[config.mk]
export PLATFORM = sky130hd
export DESIGN_NAME = alu_exec_unit
export DESIGN_NICKNAME = d
export VERILOG_FILES = /design/src/rtl/alu_exec_unit.sv
export SDC_FILE = /design/constraint.sdc
export NUM_CORES = 1
export LEC_CHECK = 0
export CORE_MARGIN = 3
export CORE_UTILIZATION = 40
export CTS_BUF_LIST = sky130_fd_sc_hd__clkbuf_2 sky130_fd_sc_hd__clkbuf_4 sky130_fd_sc_hd__clkbuf_8
export DETAILED_ROUTE_END_ITERATION = 10
export DONT_BUFFER_PORTS = 1
export PLACE_DENSITY = 0.55
export SYNTH_ARGS = -nofsm -noshare
export SYNTH_HDL_FRONTEND = slang
export SYNTH_SLANG_ARGS = --single-unit
[constraint.sdc]
create_clock -name clk -period 1.5 [get_ports clk]
set_input_delay 0.15 -clock clk [delete_from_list [all_inputs] [get_ports clk]]
set_output_delay 0.15 -clock clk [all_outputs]
set_load 0.01 [all_outputs]
[src/rtl/alu_exec_unit.sv]
// Registered execute stage: ALU-control decode, 32-bit ALU with flags,
// and the PC+4 / branch-target adders, all captured in one output register.
module alu_exec_unit (
  input  logic        clk,
  input  logic        rst_n,
  input  logic        in_valid,
  input  logic        aluop1,
  input  logic        aluop0,
  input  logic [3:0]  funct,
  input  logic [31:0] a,
  input  logic [31:0] b,
  input  logic [31:0] pc,
  input  logic [15:0] imm16,
  output logic        out_valid,
  output logic [2:0]  alu_ctl,
  output logic [31:0] result,
  output logic        zero,
  output logic        carry,
  output logic        neg,
  output logic        ovf,
  output logic [31:0] pc_plus4,
  output logic [31:0] branch_target
);

  localparam logic [2:0] CTL_AND = 3'b000;
  localparam logic [2:0] CTL_OR  = 3'b001;
  localparam logic [2:0] CTL_ADD = 3'b010;
  localparam logic [2:0] CTL_XOR = 3'b011;
  localparam logic [2:0] CTL_NOR = 3'b100;
  localparam logic [2:0] CTL_SUB = 3'b110;
  localparam logic [2:0] CTL_SLT = 3'b111;

  function automatic logic [2:0] alu_decode(input logic op1, input logic op0,
                                            input logic [3:0] fn);
    logic [2:0] ctl;
    ctl = CTL_ADD;
    if (op1) begin
      case (fn)
        4'b0000: ctl = CTL_ADD;
        4'b0010: ctl = CTL_SUB;
        4'b0100: ctl = CTL_AND;
        4'b0101: ctl = CTL_OR;
        4'b0110: ctl = CTL_XOR;
        4'b0111: ctl = CTL_NOR;
        4'b1010: ctl = CTL_SLT;
        default: ctl = CTL_ADD;
      endcase
    end else if (op0) begin
      ctl = CTL_SUB;
    end else begin
      ctl = CTL_ADD;
    end
    return ctl;
  endfunction

  logic [2:0]  w_ctl;
  logic [32:0] w_sum;
  logic [32:0] w_diff;
  logic        w_add_ovf;
  logic        w_sub_ovf;
  logic        w_slt;
  logic [31:0] w_result;
  logic        w_carry;
  logic        w_ovf;
  logic [31:0] w_pc_plus4;
  logic [31:0] w_branch_target;

  assign w_ctl     = alu_decode(aluop1, aluop0, funct);
  assign w_sum     = {1'b0, a} + {1'b0, b};
  assign w_diff    = {1'b0, a} + {1'b0, ~b} + 33'd1;
  assign w_add_ovf = (a[31] == b[31]) && (w_sum[31] != a[31]);
  assign w_sub_ovf = (a[31] != b[31]) && (w_diff[31] != a[31]);
  // Signed less-than: sign of the difference corrected by overflow.
  assign w_slt     = w_diff[31] ^ w_sub_ovf;

  assign w_pc_plus4      = pc + 32'd4;
  assign w_branch_target = w_pc_plus4 + {{14{imm16[15]}}, imm16, 2'b00};

  // ALU operation select; unused code 101 falls through to ADD.
  always_comb begin
    w_result = w_sum[31:0];
    w_carry  = w_sum[32];
    w_ovf    = w_add_ovf;
    case (w_ctl)
      CTL_AND: begin w_result = a & b;    w_carry = 1'b0; w_ovf = 1'b0; end
      CTL_OR:  begin w_result = a | b;    w_carry = 1'b0; w_ovf = 1'b0; end
      CTL_XOR: begin w_result = a ^ b;    w_carry = 1'b0; w_ovf = 1'b0; end
      CTL_NOR: begin w_result = ~(a | b); w_carry = 1'b0; w_ovf = 1'b0; end
      CTL_SUB: begin
        w_result = w_diff[31:0];
        w_carry  = w_diff[32];
        w_ovf    = w_sub_ovf;
      end
      CTL_SLT: begin
        w_result = {31'd0, w_slt};
        w_carry  = w_diff[32];
        w_ovf    = w_sub_ovf;
      end
      default: begin
        w_result = w_sum[31:0];
        w_carry  = w_sum[32];
        w_ovf    = w_add_ovf;
      end
    endcase
  end

  logic        r_valid;
  logic [2:0]  r_ctl;
  logic [31:0] r_result;
  logic        r_zero;
  logic        r_carry;
  logic        r_neg;
  logic        r_ovf;
  logic [31:0] r_pc_plus4;
  logic [31:0] r_branch_target;

  // Output stage: captures every cycle regardless of in_valid.
  always_ff @(posedge clk or negedge rst_n) begin
    if (!rst_n) begin
      r_valid         <= 1'b0;
      r_ctl           <= 3'd0;
      r_result        <= 32'd0;
      r_zero          <= 1'b0;
      r_carry         <= 1'b0;
      r_neg           <= 1'b0;
      r_ovf           <= 1'b0;
      r_pc_plus4      <= 32'd0;
      r_branch_target <= 32'd0;
    end else begin
      r_valid         <= in_valid;
      r_ctl           <= w_ctl;
      r_result        <= w_result;
      r_zero          <= (w_result == 32'd0);
      r_carry         <= w_carry;
      r_neg           <= w_result[31];
      r_ovf           <= w_ovf;
      r_pc_plus4      <= w_pc_plus4;
      r_branch_target <= w_branch_target;
    end
  end

  assign out_valid     = r_valid;
  assign alu_ctl       = r_ctl;
  assign result        = r_result;
  assign zero          = r_zero;
  assign carry         = r_carry;
  assign neg           = r_neg;
  assign ovf           = r_ovf;
  assign pc_plus4      = r_pc_plus4;
  assign branch_target = r_branch_target;

endmodule

After elaboration in Yosys (flattened, before gate mapping)
Index checks and enable logic that the tools add are counted.
Widths: inputs -> output; s select.
{ "word_totals": {"ff_bits": 104, "input_bits": 121, "output_inout_bits": 104, "wordCells": 47} }
{ "op_classes": {"addsub": 5, "eq_ne": 15, "muxes": 6, "bitwise": 6, "n_reduce_logical": 6} }
{ "ops": {"columns": ["cell", "count"], "rows": [
  ["$pmux 32 s6", 1],
  ["$add 32x32->33", 2],
  ["$not 32->32", 2],
  ["$add 33x1->33 const B", 1],
  ["$add 32x3->32 const B", 1],
  ["$add 32x32->32", 1],
  ["$and 32x32->32", 1],
  ["$logic_not 32->1", 1],
  ["$or 32x32->32", 1],
  ["$xor 32x32->32", 1],
  ["$pmux 3 s6", 1],
  ["$eq 4x3->1 const B", 4],
  ["$eq 3x3->1 const B", 3],
  ["$mux 3", 2],
  ["$eq 4x2->1 const B", 1],
  ["$eq 4x4->1 const B", 1],
  ["$pmux 1 s2", 2],
  ["$reduce_or 4->1", 1],
  ["$eq 3x1->1 const B", 1],
  ["$eq 3x2->1 const B", 1],
  ["$logic_not 3->1", 1],
  ["$ne 1x1->1", 3],
  ["$logic_and 1x1->1", 2],
  ["$reduce_or 2->1", 1],
  ["2 further kinds", 2]
]} }

Longest topological paths before layout
Gate-level depths: netlist (run 1).
{ "depth": {"word_depth": 8, "mapped_depth": 24, "depth_no_buf": 23} }

Least setup slack after synthesis (run 1)
No wires, ideal clock.
{ "synth_timing": {"kind": "input to register", "from": "input port a[15]", "to": "register r_zero, in the netlist zero", "setup_ns": 0.096, "t_arrival_ns": 5.034, "required_ns": 1.404, "slack_ns": -3.629, "path_stages": 24, "n_path_buf": 1, "path_cell_list": "inv_1 > ha_1 > clkbuf_1 > nor3_1 > o21ai_0 > a211o_1 > a21oi_1 > a311oi_1 > or4_1 > a31oi_1 > a21oi_1 > o21bai_1 > a21oi_1 > o21bai_1 > fa_1 > a21oi_1 > a221o_1 > or4_1 > or4_1 > nor4_1 > nand4b_1 > nor4_1 > nand4bb_1 > nor4_2"} }
{ "synth_via": {"elab_chain_len": 7, "word_cells_on_any_way": 12, "classes_between": "3 x add/sub; 1 x eq/ne; 1 x mux; 5 x bitwise; 2 x reduce/logical"} }
{ "synth_rtl": {"columns": ["element", "line", "text"], "rows": [
  ["from (decl)", "10", "input logic [31:0] a,"],
  ["$add 32x32->33 (*)", "70", "assign w_diff = {1'b0, a} + {1'b0, ~b} + 33'd1;"],
  ["$add 33x1->33 (*)", "70", null],
  ["$ne 1x1->1", "72", "assign w_sub_ovf = (a[31] != b[31]) && (w_diff[31] != a[31]);"],
  ["$logic_and 1x1->1", "72", null],
  ["$xor 1x1->1 (*)", "74", "assign w_slt = w_diff[31] ^ w_sub_ovf;"],
  ["$pmux 32 s6 (*)", "84", "case (w_ctl)"],
  ["net w_result[0]", "62", "logic [31:0] w_result;"],
  ["$logic_not 32->1 (*)", "133", "r_zero <= (w_result == 32'd0);"],
  ["to (signal assigned)", "133", null],
  ["to (decl)", "110", "logic r_zero;"]
]} }
The timed path passes the listed nets; every way through them passes the cells marked *.

Worst setup path in the final report (run 1)
{ "layout_timing": {"from": "input port a[1]", "to": "register r_zero, in the netlist zero"} }
The elaborated chain is that of the path after synthesis.

==> results of run 1 <==
logic make-up (layout without fill, tap and decap cells):
kind of cell               Yosys count  count (layout)  synth area share (%)
AOI/OAI and AO/OA                  410             410                  27.2
xor gates and xnor gates            64              64                  5.58
adders and majority gates          130             130                  16.5
buffers and inverters              161             561                  6.27
DFF                                101             101                  25.2
muxes                               16              16                  1.64
and+or+nand+nor                    364             364                  17.6
cells in the final DEF, fill, tap and decap left out, types with 32 or more instances in the layout:
| cell | n |
|---|---|
| inv_1 | 88 |
| nor2_1 | 95 |
| a21o_1 | 32 |
| o21ai_0 | 51 |
| nand2_1 | 76 |
| buf_6 | 55 |
| dfrtp_1 | 101 |
| ha_1 | 106 |
| a21oi_1 | 71 |
| buf_4 | 368 |
what timing repair did:
action	in CTS	in global routing
endpoints found under the hold margin	135	114
resized for setup	112	174
hold buffers	19	3
buffers inserted	59	53
endpoints found under the setup margin	59	67
pin swaps	49	87
gates cloned	0	0
through the flow:
stage / area (sq um) / std cells
after floorplan: 10500 / 1246
after global placement: 13400 / 1874
after detailed placement: 13400 / 1874
after CTS: 14700 / 1952
after global routing: 15700 / 1970
final: 15700 / 1970
power by group through the flow:
stage / sequential (mW) / clock [mW] / combinational (mW)
floorplan: 3.52 / 0 / 2.54
global placement: 3.64 / 0 / 4.31
CTS: 3.59 / 1.91 / 4.90
finish: 3.59 / 1.88 / 5.44
detailed placement: 3.65 / 0 / 4.35
global route: 3.63 / 2.07 / 5.87
state kept, by name, indices dropped and copies added, names as in the netlist:
register,flops
pc_plus4,30
neg,1
zero,1
carry,1
branch_target,32
out_valid,1
ovf,1
result,31
alu_ctl,3
worst min path at each step:
stage / start / slack [ps] / to
after floorplan: rst_n / -150 / alu_ctl[0]$_DFF_PN0_
after global placement: rst_n / -140 / pc_plus4[29]$_DFF_PN0_
after detailed placement: rst_n / -140 / pc_plus4[28]$_DFF_PN0_
after CTS: rst_n / -580 / pc_plus4[28]$_DFF_PN0_
after global routing: rst_n / -610 / branch_target[13]$_DFF_PN0_
final: rst_n / -570 / branch_target[13]$_DFF_PN0_
routing by layer:
layer	up-vias	track usage, %	share of wire [%]
met4	0	7.21	2.9
li1	5269	-	-
met1	5288	32.1	41
met2	384	46.7	50
met3	84	5.07	6.8
met5	-	0	0
layout make-up:
cell class                 instances  share of cell area, %
clock buffer                      10                  0.879
inverter                          99                   2.51
sequential                       101                   16.1
clock inverter                     6                  0.423
tap                              324                   2.59
timing repair buffer             446                   23.2
multi-input combinational        984                   54.3
worst max-delay path: cells and delay by family:
kind	cells	cell delay (ps)
and+or+nand+nor	10	2660
buffers and inverters	1	80
adders and majority gates	2	510
AOI/OAI and AO/OA	10	1870
==> results.sh, run 1 <==
export IMPL_grt_max_degree=102
export IMPL_min_period_ps=5000
export IMPL_dr_pass1_iters=5
export IMPL_seq_area_frac_synth_pct=25.2
export IMPL_violations="hold timing, setup timing"
export IMPL_fp_row_count=57
export IMPL_end_kind="register"
export IMPL_initial_utilization_pct=41.1
export IMPL_status="complete, but fails checks"
export IMPL_antenna_cells=0
export IMPL_routed_via_count=11000
export IMPL_fin_hold_ws_ps=-569
export IMPL_netSwitchingFraction_pct=38.8
export IMPL_dp_hpwl_um=27300
export IMPL_grt_pass1_vias=11000
export IMPL_avgRoutedWirePerCell_um=19.2
export IMPL_pin_count=225
export IMPL_h_tree_depth=3
export IMPL_crit_top_cell="nor4_2"
export IMPL_finalSetupTns_ps=-58370
export IMPL_final_seq_area_sq_um=2530
export IMPL_yosys_register_bits=101
export IMPL_gp_congestion=0.903
export IMPL_crit_path_start="a[1]"
export IMPL_path_cells="clkinvlp_4, ha_4, o21ba_4, nor4_4, nor3b_4, o31ai_4, a311oi_4, or4_4, a31oi_4, a21oi_2, o21bai_1, a21oi_1, o21bai_1, fa_2, a21oi_2, a221o_1, or4_1, or4_1, nor4_2, nand4b_1, nor4_2, nand4bb_1, nor4_2"
export IMPL_clkSinkCount=101
export IMPL_clk_path_buf_depth=2
export IMPL_async_flop_share_pct=100
export IMPL_power_leakage_nw=7.29
export IMPL_post_place_ws_ps=-4180
export IMPL_powerDensity_nw_per_um2=697
export IMPL_cp_required_ps=1800
export IMPL_antenna_found_initial=0
export IMPL_cts_buffers=9
export IMPL_cts_tree="yes"
export IMPL_drive_gt1_share_pct=41.3
export IMPL_slowest_delay_ps=510
export IMPL_fp_dieW_um=164
export IMPL_ys_types=74
export IMPL_port_buffers=0
export IMPL_fmax_ghz=0.200
export IMPL_finalSetupViolCount=62
export IMPL_seq_power_share_pct=32.9
export IMPL_synth_cells=1246
export IMPL_yosysWarnings=0
export IMPL_synth_area_leader_cell="dfrtp_1"
export IMPL_cp_max_fo=4
export IMPL_synth_top_area_share_pct=25.2
export IMPL_antenna_left=0
export IMPL_yosys_top_cells_count="126 x ha_1, 109 x nor2_1, 103 x a21oi_1"
export IMPL_core_area_sq_um=24500
export IMPL_irDropWorstVdd_mv=0.470
export IMPL_worst_pin_slew_ps=674
export IMPL_route_detailed_drc=0
export IMPL_nFillCells=1998
export IMPL_synth_edff_count=0
export IMPL_utilization_pct=64.0
export IMPL_arrival_ps=5300
export IMPL_cpMaxStageDelayCell="or4_1"
export IMPL_wl_um=37800
export IMPL_synth_most_common_cell="ha_1"
export IMPL_cp_endpoint="zero$_DFF_PN0_"
export IMPL_drv_cap=0
export IMPL_rsz0062_at_grt="yes"
export IMPL_hold_viol=110
export IMPL_maxSlewViolCount=0
export IMPL_max_slew_margin_pct=54.7
export IMPL_first_iter_violations=717
export IMPL_overflow=0
export IMPL_ys_flop_type="dfrtp_1"
export IMPL_grt_pass1_wl_um=56700
export IMPL_p_int_mw=6.68
export IMPL_path_clk_slew_ps=120
export IMPL_combPwrFrac_pct=49.9
export IMPL_syn_nets=1497
export IMPL_die_y_um=164
export IMPL_finalNetCount=1892
export IMPL_grt_total_usage_pct=26.2
export IMPL_fin_crit_sh_pct=333
export IMPL_crit_type="primary input to register"
export IMPL_die_area_sq_um=27000
export IMPL_syn_area_sq_um=10000
export IMPL_hold_path_class="primary input to async pin"
export IMPL_synth_area_top_cells="dfrtp_1 25%, ha_1 16%, a21oi_1 5.1%"
export IMPL_root_buffer="clkbuf_8"
export IMPL_avgSynthCellArea_sq_um=8.06
export IMPL_p_clk_share_pct=17.2
export IMPL_multi_input_area_sq_um=8500
export IMPL_fin_total_pwr_mw=10.9
export IMPL_finalWorstSetupSlack_ps=-3500
export IMPL_area_delta_synth_final_pct=55.9
export IMPL_start_kind="primary input"
export IMPL_p_switching_mw=4.23
export IMPL_viasPerCell=5.60
No activity file was read; power rests on OpenSTA's default activity.
==> run 2: changes to the inputs <==
--- a/config.mk
+++ b/config.mk
@@ -6,11 +6,11 @@
 export NUM_CORES = 1
 export LEC_CHECK = 0
 export CORE_MARGIN = 3
-export CORE_UTILIZATION = 40
+export CORE_UTILIZATION = 50
 export CTS_BUF_LIST = sky130_fd_sc_hd__clkbuf_2 sky130_fd_sc_hd__clkbuf_4 sky130_fd_sc_hd__clkbuf_8
 export DETAILED_ROUTE_END_ITERATION = 10
 export DONT_BUFFER_PORTS = 1
-export PLACE_DENSITY = 0.55
+export PLACE_DENSITY = 0.66
 export SYNTH_ARGS = -nofsm -noshare
 export SYNTH_HDL_FRONTEND = slang
 export SYNTH_SLANG_ARGS = --single-unit
==> run 2 against run 1 <==
Effect of this change: the flow still finishes with violations (hold timing, setup timing); clock power increased by 6%; global-route usage increased by 7.6 points; combinational power increased by 9.9%; via count increased by 11%; maximum frequency increased by 2.2%; sequential cell count unchanged; die area decreased by 19%; first-iteration DRC count increased by 72%; clock-buffer cell count decreased by 1; cell count decreased by 2.5%; utilization increased by 18 points; sequential share of layout area decreased by 0.36 points; critical path type unchanged; largest cell class unchanged; highest routed layer unchanged.
==> results.sh, run 2 (synthesized netlist as in run 1, its figures left out) <==
export IMPL_status="complete, but fails checks"
export IMPL_antenna_found_initial=0
export IMPL_crit_type="primary input to register"
export IMPL_postPlaceCellArea_sq_um=13300
export IMPL_irDropWorstVdd_mv=0.539
export IMPL_seq_power_share_pct=31.2
export IMPL_worst_pin_slew_ps=573
export IMPL_clk_path_buf_depth=2
export IMPL_first_iter_violations=1235
export IMPL_core_area_sq_um=19600
export IMPL_arrival_ps=5220
export IMPL_drive_gt1_share_pct=43.1
export IMPL_grt_total_usage_pct=33.8
export IMPL_dr_pass1_iters=6
export IMPL_violations="hold timing, setup timing"
export IMPL_rsz0062_at_grt="yes"
export IMPL_antenna_left=0
export IMPL_mostFrequentLayoutCells="356 x buf_4, 101 x ha_1, 101 x dfrtp_1"
export IMPL_met3_usage_pct=6.44
export IMPL_maxSlewViolCount=0
export IMPL_multi_input_area_sq_um=8740
export IMPL_cp_required_ps=1830
export IMPL_fin_hold_ws_ps=-587
export IMPL_grt_pass1_vias=12000
export IMPL_final_area_sq_um=16000
export IMPL_grt_pass1_wl_um=60500
export IMPL_p_int_mw=6.96
export IMPL_fmax_ghz=0.204
export IMPL_fin_crit_sh_pct=326
export IMPL_port_buffers=0
export IMPL_area_delta_synth_final_pct=59.5
export IMPL_pin_count=225
export IMPL_fp_row_count=51
export IMPL_viasPerCell=6.38
export IMPL_drv_cap=0
export IMPL_initial_utilization_pct=51.3
export IMPL_powerDensity_nw_per_um2=723
export IMPL_crit_family="simple AND/OR/NAND/NOR gates"
export IMPL_finalSetupTns_ps=-65920
export IMPL_hold_path_class="primary input to async pin"
export IMPL_post_place_ws_ps=-4090
export IMPL_clkSinkCount=101
export IMPL_routed_via_count=12300
export IMPL_cts_tree="yes"
export IMPL_path_cells="inv_12, ha_4, o21ba_4, nor4_4, nor3b_4, o31ai_4, a311oi_4, or4_4, a31oi_4, a21oi_2, o21bai_1, a21oi_1, o21bai_1, fa_1, a21oi_1, a221o_1, or4_1, or4_1, nor4_4, nand4b_1, nor4_1, nand4bb_1, nor4_2"
export IMPL_die_y_um=148
export IMPL_p_switching_mw=4.61
export IMPL_gp_congestion=0.936
export IMPL_largest_register_ffs=32
export IMPL_grtUsageMet1_pct=39.2
export IMPL_max_slew_margin_pct=61.5
export IMPL_met2_usage_pct=59.6
export IMPL_cts_buffers=9
export IMPL_nFillCells=1108
export IMPL_start_kind="primary input"
export IMPL_hold_viol=111
export IMPL_die_area_sq_um=21800
export IMPL_fin_total_pwr_mw=11.6
export IMPL_cp_max_fo=4
export IMPL_root_buffer="clkbuf_8"
export IMPL_route_detailed_drc=0
export IMPL_min_period_ps=4890
export IMPL_dp_hpwl_um=26500
export IMPL_cpMaxStageDelayCell="or4_1"
export IMPL_gr_max_usage_layer="met2"
export IMPL_finalNetCount=1901
export IMPL_antenna_cells=0
export IMPL_final_common_cell="buf_4"
export IMPL_finalWorstSetupSlack_ps=-3390
export IMPL_power_leakage_nw=7.44
export IMPL_path_clk_slew_ps=120
export IMPL_overflow=0
export IMPL_netSwitchingFraction_pct=39.9
export IMPL_avgRoutedWirePerCell_um=23.5
export IMPL_slowest_delay_ps=540
export IMPL_finalSetupViolCount=70
export IMPL_end_kind="register"
export IMPL_wl_um=45200
export IMPL_grt_max_degree=102
export IMPL_combPwrFrac_pct=51.6
export IMPL_fp_dieW_um=148
export IMPL_h_tree_depth=3
export IMPL_final_seq_area_sq_um=2530
export IMPL_path_buf_inv=1
export IMPL_p_clk_share_pct=17.1
## run 2: area by class of cell
type	instances	share of cell area [%]
inverter	99	2.76
clock inverter	7	0.570
timing repair buffer	455	23.5
clock buffer	9	0.773
sequential	101	15.8
multi-input combinational	984	54.6
tap	265	2.07
## run 2: metal layers
layer | vias up | share of wire, % | wire [um]
met4 | 0 | 7.3 | 3280
met2 | 818 | 48 | 21600
li1 | 5287 | - | -
met3 | 296 | 9.5 | 4300
met1 | 5852 | 35 | 16000
met5 | - | 0 | 0
## run 2: timing repair
| item | 4_1_cts | 5_1_grt |
|---|---|---|
| hold buffers | 20 | 2 |
| buffers inserted | 55 | 48 |
| gates resized for setup | 191 | 169 |
| setup endpoints to repair | 58 | 71 |
| pin swaps | 54 | 108 |
| endpoints found under the hold margin | 136 | 115 |
## run 2: power groups by stage
| stage | Clock [mW] | Sequential, mW | Combinational, mW |
|---|---|---|---|
| 4_1_cts | 1.94 | 3.58 | 5.04 |
| 3_5_place_dp | 0 | 3.64 | 4.29 |
| 5_1_grt | 2.08 | 3.63 | 6.29 |
| 6_report | 1.99 | 3.61 | 5.98 |
| 2_1_floorplan | 0 | 3.52 | 2.54 |
| 3_3_place_gp | 0 | 3.63 | 4.21 |
## run 2: worst paths after layout
check / startpoint / endpoint / slack, ps / cells after the start
setup / recovery: a[1] / zero$_DFF_PN0_ / -3390 / 23
hold / removal: rst_n / branch_target[30]$_DFF_PN0_ / -590 / 0
max in group asynchronous: rst_n / branch_target[14]$_DFF_PN0_ / 1910 / 0
min in group clk: pc[27] / pc_plus4[27]$_DFF_PN0_ / -160 / 1
## run 2: metrics by stage
step / utilization, % / hold slack (ps) / cells
CTS: 76.4 / -589 / 1895
detailed placement: 67.7 / -143 / 1811
finish: 81.8 / -587 / 1920
global route: 81.8 / -605 / 1920
floorplan: - / -146 / 1246
global placement: 67.7 / -144 / 1811
